===== src/rtl/rx_iq_pkg.sv =====
// Shared widths and control-state encoding for the RX IQ collector.
package rx_iq_pkg;

    localparam int IQ_W   = 48;   // {I[23:0], Q[23:0]}
    localparam int CHAN_W = 5;    // receiver index width

    typedef enum logic {
        IDLE = 1'b0,
        SEND = 1'b1
    } state_e;

endpackage


===== src/rtl/rx_iq_bank.sv =====
// NR x IQ_W sample register set: whole-set load, per-index read and a
// full-set view so one bank can be copied into another in a single cycle.
module rx_iq_bank
    import rx_iq_pkg::*;
#(
    parameter int NR = 3
) (
    input  logic              clk_i,
    input  logic              load_i,
    input  logic [IQ_W-1:0]   data_i [0:NR-1],
    input  logic [CHAN_W-1:0] rd_idx_i,
    output logic [IQ_W-1:0]   rd_data_o,
    output logic [IQ_W-1:0]   bank_o [0:NR-1]
);

    logic [IQ_W-1:0] bank_q [0:NR-1];

    // Capture a complete sample set when load is asserted.
    // NOTE: sample storage has no reset; the collector only presents bank
    // contents while streaming, so stale data is never visible.
    always_ff @(posedge clk_i) begin
        if (load_i) begin
            for (int i = 0; i < NR; i++) begin
                bank_q[i] <= data_i[i];
            end
        end
    end

    // Per-index read mux; out-of-range indices return zero.
    always_comb begin
        rd_data_o = '0;
        for (int i = 0; i < NR; i++) begin
            if (rd_idx_i == CHAN_W'(i)) begin
                rd_data_o = bank_q[i];
            end
        end
    end

    assign bank_o = bank_q;

endmodule


===== src/rtl/rx_iq_collector.sv =====
// Collects coincident per-receiver IQ samples and streams them as one
// AXI-stream beat per active receiver, with a one-deep pending set and a
// saturating count of sets dropped while both banks are busy.
module rx_iq_collector
    import rx_iq_pkg::*;
#(
    parameter int NR    = 3,
    parameter int OVF_W = 8
) (
    input  logic              clk_ad9866,
    input  logic              rst,
    input  logic              enable,
    input  logic [CHAN_W-1:0] last_chan,
    input  logic              rx_data_rdy [0:NR-1],
    input  logic [IQ_W-1:0]   rx_data_iq  [0:NR-1],
    output logic [IQ_W-1:0]   rx_tdata,
    output logic [CHAN_W-1:0] rx_tid,
    output logic              rx_tlast,
    output logic              rx_tvalid,
    input  logic              rx_tready,
    output logic              overflow,
    output logic [OVF_W-1:0]  overflow_cnt
);

    localparam logic [CHAN_W-1:0] MAX_IDX = CHAN_W'(NR - 1);

    state_e            state_q, state_d;
    logic [CHAN_W-1:0] idx_q, idx_d;
    logic [CHAN_W-1:0] act_last_q, act_last_d;    // last index of ACTIVE set
    logic [CHAN_W-1:0] pend_last_q, pend_last_d;  // last index of PENDING set
    logic              pend_full_q, pend_full_d;
    logic              ovf_q, ovf_d;
    logic [OVF_W-1:0]  ovf_cnt_q, ovf_cnt_d;

    logic              capture, beat, final_beat, drop;
    logic              act_load, act_from_pend, pend_load;
    logic [CHAN_W-1:0] cap_last;
    logic [IQ_W-1:0]   act_load_data [0:NR-1];
    logic [IQ_W-1:0]   pend_bank     [0:NR-1];
    logic [IQ_W-1:0]   act_rd_data;
    logic [IQ_W-1:0]   act_bank_unused [0:NR-1];
    logic [IQ_W-1:0]   pend_rd_unused;
    logic              unused_rdy;

    // Strobes are coincident, so receiver 0 alone qualifies a capture.
    assign capture    = enable && rx_data_rdy[0];
    assign cap_last   = (last_chan > MAX_IDX) ? MAX_IDX : last_chan;
    assign beat       = (state_q == SEND) && rx_tready;
    assign final_beat = beat && (idx_q == act_last_q);

    // Fold the unexamined strobes into a sink so they are visibly ignored.
    always_comb begin
        unused_rdy = 1'b0;
        for (int i = 1; i < NR; i++) begin
            unused_rdy = unused_rdy | rx_data_rdy[i];
        end
    end

    // ACTIVE is refilled either from the pending set or straight from the inputs.
    always_comb begin
        for (int i = 0; i < NR; i++) begin
            act_load_data[i] = act_from_pend ? pend_bank[i] : rx_data_iq[i];
        end
    end

    rx_iq_bank #(.NR(NR)) u_active (
        .clk_i     (clk_ad9866),
        .load_i    (act_load),
        .data_i    (act_load_data),
        .rd_idx_i  (idx_q),
        .rd_data_o (act_rd_data),
        .bank_o    (act_bank_unused)
    );

    rx_iq_bank #(.NR(NR)) u_pending (
        .clk_i     (clk_ad9866),
        .load_i    (pend_load),
        .data_i    (rx_data_iq),
        .rd_idx_i  ('0),
        .rd_data_o (pend_rd_unused),
        .bank_o    (pend_bank)
    );

    // State register.
    // NOTE: clocked state uses non-blocking assignment so every register
    // samples pre-edge values regardless of block evaluation order.
    always_ff @(posedge clk_ad9866) begin
        if (rst) begin
            state_q <= IDLE;
        end else begin
            state_q <= state_d;
        end
    end

    // Next-state, bank steering, index and overflow decisions.
    // NOTE: every output of this block gets a default first so no path
    // leaves a value unassigned and infers a latch.
    always_comb begin
        state_d       = state_q;
        idx_d         = idx_q;
        act_last_d    = act_last_q;
        pend_last_d   = pend_last_q;
        pend_full_d   = pend_full_q;
        act_load      = 1'b0;
        act_from_pend = 1'b0;
        pend_load     = 1'b0;
        drop          = 1'b0;
        unique case (state_q)
            IDLE: begin
                if (capture) begin
                    act_load   = 1'b1;
                    act_last_d = cap_last;
                    idx_d      = '0;
                    state_d    = SEND;
                end
            end
            SEND: begin
                if (final_beat) begin
                    idx_d = '0;
                    if (pend_full_q) begin
                        // Hand the pending set over without an idle cycle.
                        act_load      = 1'b1;
                        act_from_pend = 1'b1;
                        act_last_d    = pend_last_q;
                        if (capture) begin
                            pend_load   = 1'b1;
                            pend_last_d = cap_last;
                        end else begin
                            pend_full_d = 1'b0;
                        end
                    end else if (capture) begin
                        act_load   = 1'b1;
                        act_last_d = cap_last;
                    end else begin
                        state_d = IDLE;
                    end
                end else begin
                    if (beat) begin
                        idx_d = idx_q + CHAN_W'(1);
                    end
                    if (capture) begin
                        if (pend_full_q) begin
                            drop = 1'b1;
                        end else begin
                            pend_load   = 1'b1;
                            pend_last_d = cap_last;
                            pend_full_d = 1'b1;
                        end
                    end
                end
            end
            default: state_d = IDLE;
        endcase
        ovf_d     = drop;
        ovf_cnt_d = ovf_cnt_q;
        if (drop && !(&ovf_cnt_q)) begin
            ovf_cnt_d = ovf_cnt_q + OVF_W'(1);
        end
    end

    // Index, set-length, pending flag and overflow registers.
    always_ff @(posedge clk_ad9866) begin
        if (rst) begin
            idx_q       <= '0;
            act_last_q  <= '0;
            pend_last_q <= '0;
            pend_full_q <= 1'b0;
            ovf_q       <= 1'b0;
            ovf_cnt_q   <= '0;
        end else begin
            idx_q       <= idx_d;
            act_last_q  <= act_last_d;
            pend_last_q <= pend_last_d;
            pend_full_q <= pend_full_d;
            ovf_q       <= ovf_d;
            ovf_cnt_q   <= ovf_cnt_d;
        end
    end

    // Stream outputs are driven only while sending; idle shows all zeros.
    always_comb begin
        rx_tvalid = 1'b0;
        rx_tid    = '0;
        rx_tlast  = 1'b0;
        rx_tdata  = '0;
        if (state_q == SEND) begin
            rx_tvalid = 1'b1;
            rx_tid    = idx_q;
            rx_tlast  = (idx_q == act_last_q);
            rx_tdata  = act_rd_data;
        end
    end

    assign overflow     = ovf_q;
    assign overflow_cnt = ovf_cnt_q;

endmodule


===== config.mk =====
export PLATFORM = sky130hd
export DESIGN_NAME = rx_iq_collector
export DESIGN_NICKNAME = d
export VERILOG_FILES = /design/src/rtl/rx_iq_pkg.sv /design/src/rtl/rx_iq_bank.sv /design/src/rtl/rx_iq_collector.sv
export SDC_FILE = /design/constraint.sdc
export NUM_CORES = 1
export LEC_CHECK = 0
export CORE_ASPECT_RATIO = 1.75
export CORE_MARGIN = 3
export CORE_UTILIZATION = 49
export DETAILED_ROUTE_END_ITERATION = 10
export GPL_ROUTABILITY_DRIVEN = 0
export HOLD_SLACK_MARGIN = 0.02
export PLACE_DENSITY = 0.77
export RECOVER_POWER = 100
export SLEW_MARGIN = 40
export SYNTH_ARGS = -nofsm -noshare
export SYNTH_HDL_FRONTEND = slang
export SYNTH_HIERARCHICAL = 1
export SYNTH_SLANG_ARGS = --single-unit

===== constraint.sdc =====
create_clock -name clk_ad9866 -period 9.95 [get_ports clk_ad9866]
set_input_delay 1.99 -clock clk_ad9866 [delete_from_list [all_inputs] [get_ports clk_ad9866]]
set_output_delay 1.99 -clock clk_ad9866 [all_outputs]
set_load 0.05 [all_outputs]

==> results.md <==
* WP data required at 7.96 ns
* Gr busiest metal: met2
* Nets@finish at 1,143
* Int Pwr at 2280 uW
* Cells after DPL at 1,272
* CTS Sinks at 314
* Comb power frac at 9.4%
* Layout area overhead at 26.1%
* Max Clk Rate at 143 MHz
* VDD IR-drop max at 0.165 mV
* Syn_nets at 930
* Failing checks: capacitance limit, slew limit
* Die W at 130 um
* Core Region at 26,200 um2
* Slew Viols, Final at 257
* Grt ovf at 0
* WL/cell at 21.7 um
* Met2 Use GR at 35.4%
* Final Skew at 0.0118 ns
* Final setup violation count at 0
* Setup TNS at 0 ns
* CTS root buf: clkbuf_16
* Die H at 223 um
* Drt pass-1 iters at 5
* Initial antenna violation count at 15
* I/O Pins at 220
* Share of cells above drive strength 1 at 21.3%
* Setup repair bufs after CTS at 0
* Hold violation count in the final report at 0
* YS warnings at 6
* CTS Buf Count at 29
* Setup crit start kind: flip-flop
* Global-route wire length before repair at 45.1 mm
* Flop pwr share at 51.8%
* Total power at 2910 uW
* Die area at 28,900 um2
* Element type at the critical path end: output port
* Fin crit period at 6.98 ns
* Pwr Density at 176 nW/um2
* CTS tree: built
* DR DRC count at 0
* Worst-Skew Late Latency at 0.54 ns
* Gate Count Post-Synth at 771
* H-tree lvl count at 1
* Clk slew on worst S/H paths at 0.07 ns
* Slew HR at -137%
* Crit Path Max Fanout at 54
* Status: finished with violations
* Largest net degree at the start of global routing at 150
* Most frequent cells in the layout: edfxtp_1 (288), dlygate4sd3_1 (207), mux2_2 (152)
* Maxcap violations at 5
* Resize count post-CTS at 0
* Clock network fraction of design power at 38.8%
* Most common cell after layout, fill and taps aside: edfxtp_1
* Unrepaired setup endpoints after global routing: false
* Arrival time worst endpoint at 4.99 ns
* Detailed Route Iter0 Violations at 494
* Kind of critical path: reg -> out
* Worst hold slack at 0.468 ns
* P_sw at 631 uW
* Port Buf Inserts at 217
* Routing usage on met3 at 3.30%
* GRT met1 Usage at 24.1%
* Antenna-violating nets left at 0
* Post-Layout Cell Count at 1,331
* Final cycle utilization of the critical path at 70.1%
* All-Layer GR Usage at 20.0%
* Site Rows at 78
* Final Routed Wirelength at 28.9 mm
* Clock Path Buffers at 3
* Mapped Area at 13,100 um2
* CTS Hold Buffers Added at 0
* Routed via count at 7,545
* Final Util at 63.4%
* Vias in the first global route at 8,029
* Starting Density at 50.2%
* Leakage at 0.00572 uW
* Least-Margin Pin Slew at 3.56 ns
* DPL Wire Length at 17.3 mm
* Number of vias per cell at 5.67
* Sw frac at 21.6%
* Worst min-delay path class: reg -> reg
* Syn Area/Cell at 17.0 um2
worst paths after layout:
check                       from                   to  slack, ns  depth (start not counted)
hold reg to reg   pend_last_q[2]       pend_last_q[2]       0.47                          1
hold / removal    pend_last_q[2]       pend_last_q[2]       0.47                          1
setup / recovery        idx_q[1]         rx_tdata[22]       2.97                          6
setup reg to reg        idx_q[1]  u_active/bank_o[10]       3.99                          9
worst max-delay path, stage by stage (launching register included):
cell and delay, ns:
dfxtp_2 0.32, buf_6 0.27, nor2b_4 0.17, clkbuf_1 2.19
a32o_1 0.38, and2_1 0.15, dlygate4sd3_1 0.92
sequential cells by signal, summed over array words and instances (netlist names):
| name | flops |
|---|---|
| pend_last_q | 5 |
| pend_full_q | 1 |
| overflow_cnt | 8 |
| act_last_q | 5 |
| overflow | 1 |
| u_active/bank_o | 144 |
| state_q | 1 |
| idx_q | 5 |
| u_pending/bank_o | 144 |
power groups by stage:
stage          Clock [uW]  Combinational [uW]  Sequential, uW
3_3_place_gp            0                 287            1530
2_1_floorplan           0                 158            1540
4_1_cts              1160                 293            1510
6_report             1130                 274            1510
3_5_place_dp            0                 292            1540
5_1_grt              1210                 294            1510
through the flow:
stage / setup WS (ns) / area, um2
detailed placement: 4.51 / 15600
global placement: 4.54 / 15600
floorplan: 2.59 / 13100
global route: 2.66 / 16600
CTS: 4.70 / 16600
finish: 2.97 / 16600
final cells by class:
| class | instances | area, um2 |
|---|---|---|
| fill | 1931 | 9580 |
| sequential | 314 | 9170 |
| multi-input combinational | 404 | 3740 |
| timing repair buffer | 229 | 2270 |
| clock buffer | 35 | 748 |
| tap | 320 | 400 |
| clock inverter | 17 | 211 |
| inverter | 6 | 23.8 |
| antenna | 6 | 15.0 |
routing by layer:
metal	part of all wire, %	wire length (um)
met1	39	11200
met2	53	15500
met3	4.4	1280
met4	3.0	877
met5	0.20	57
No activity file was read; power rests on OpenSTA's default activity.
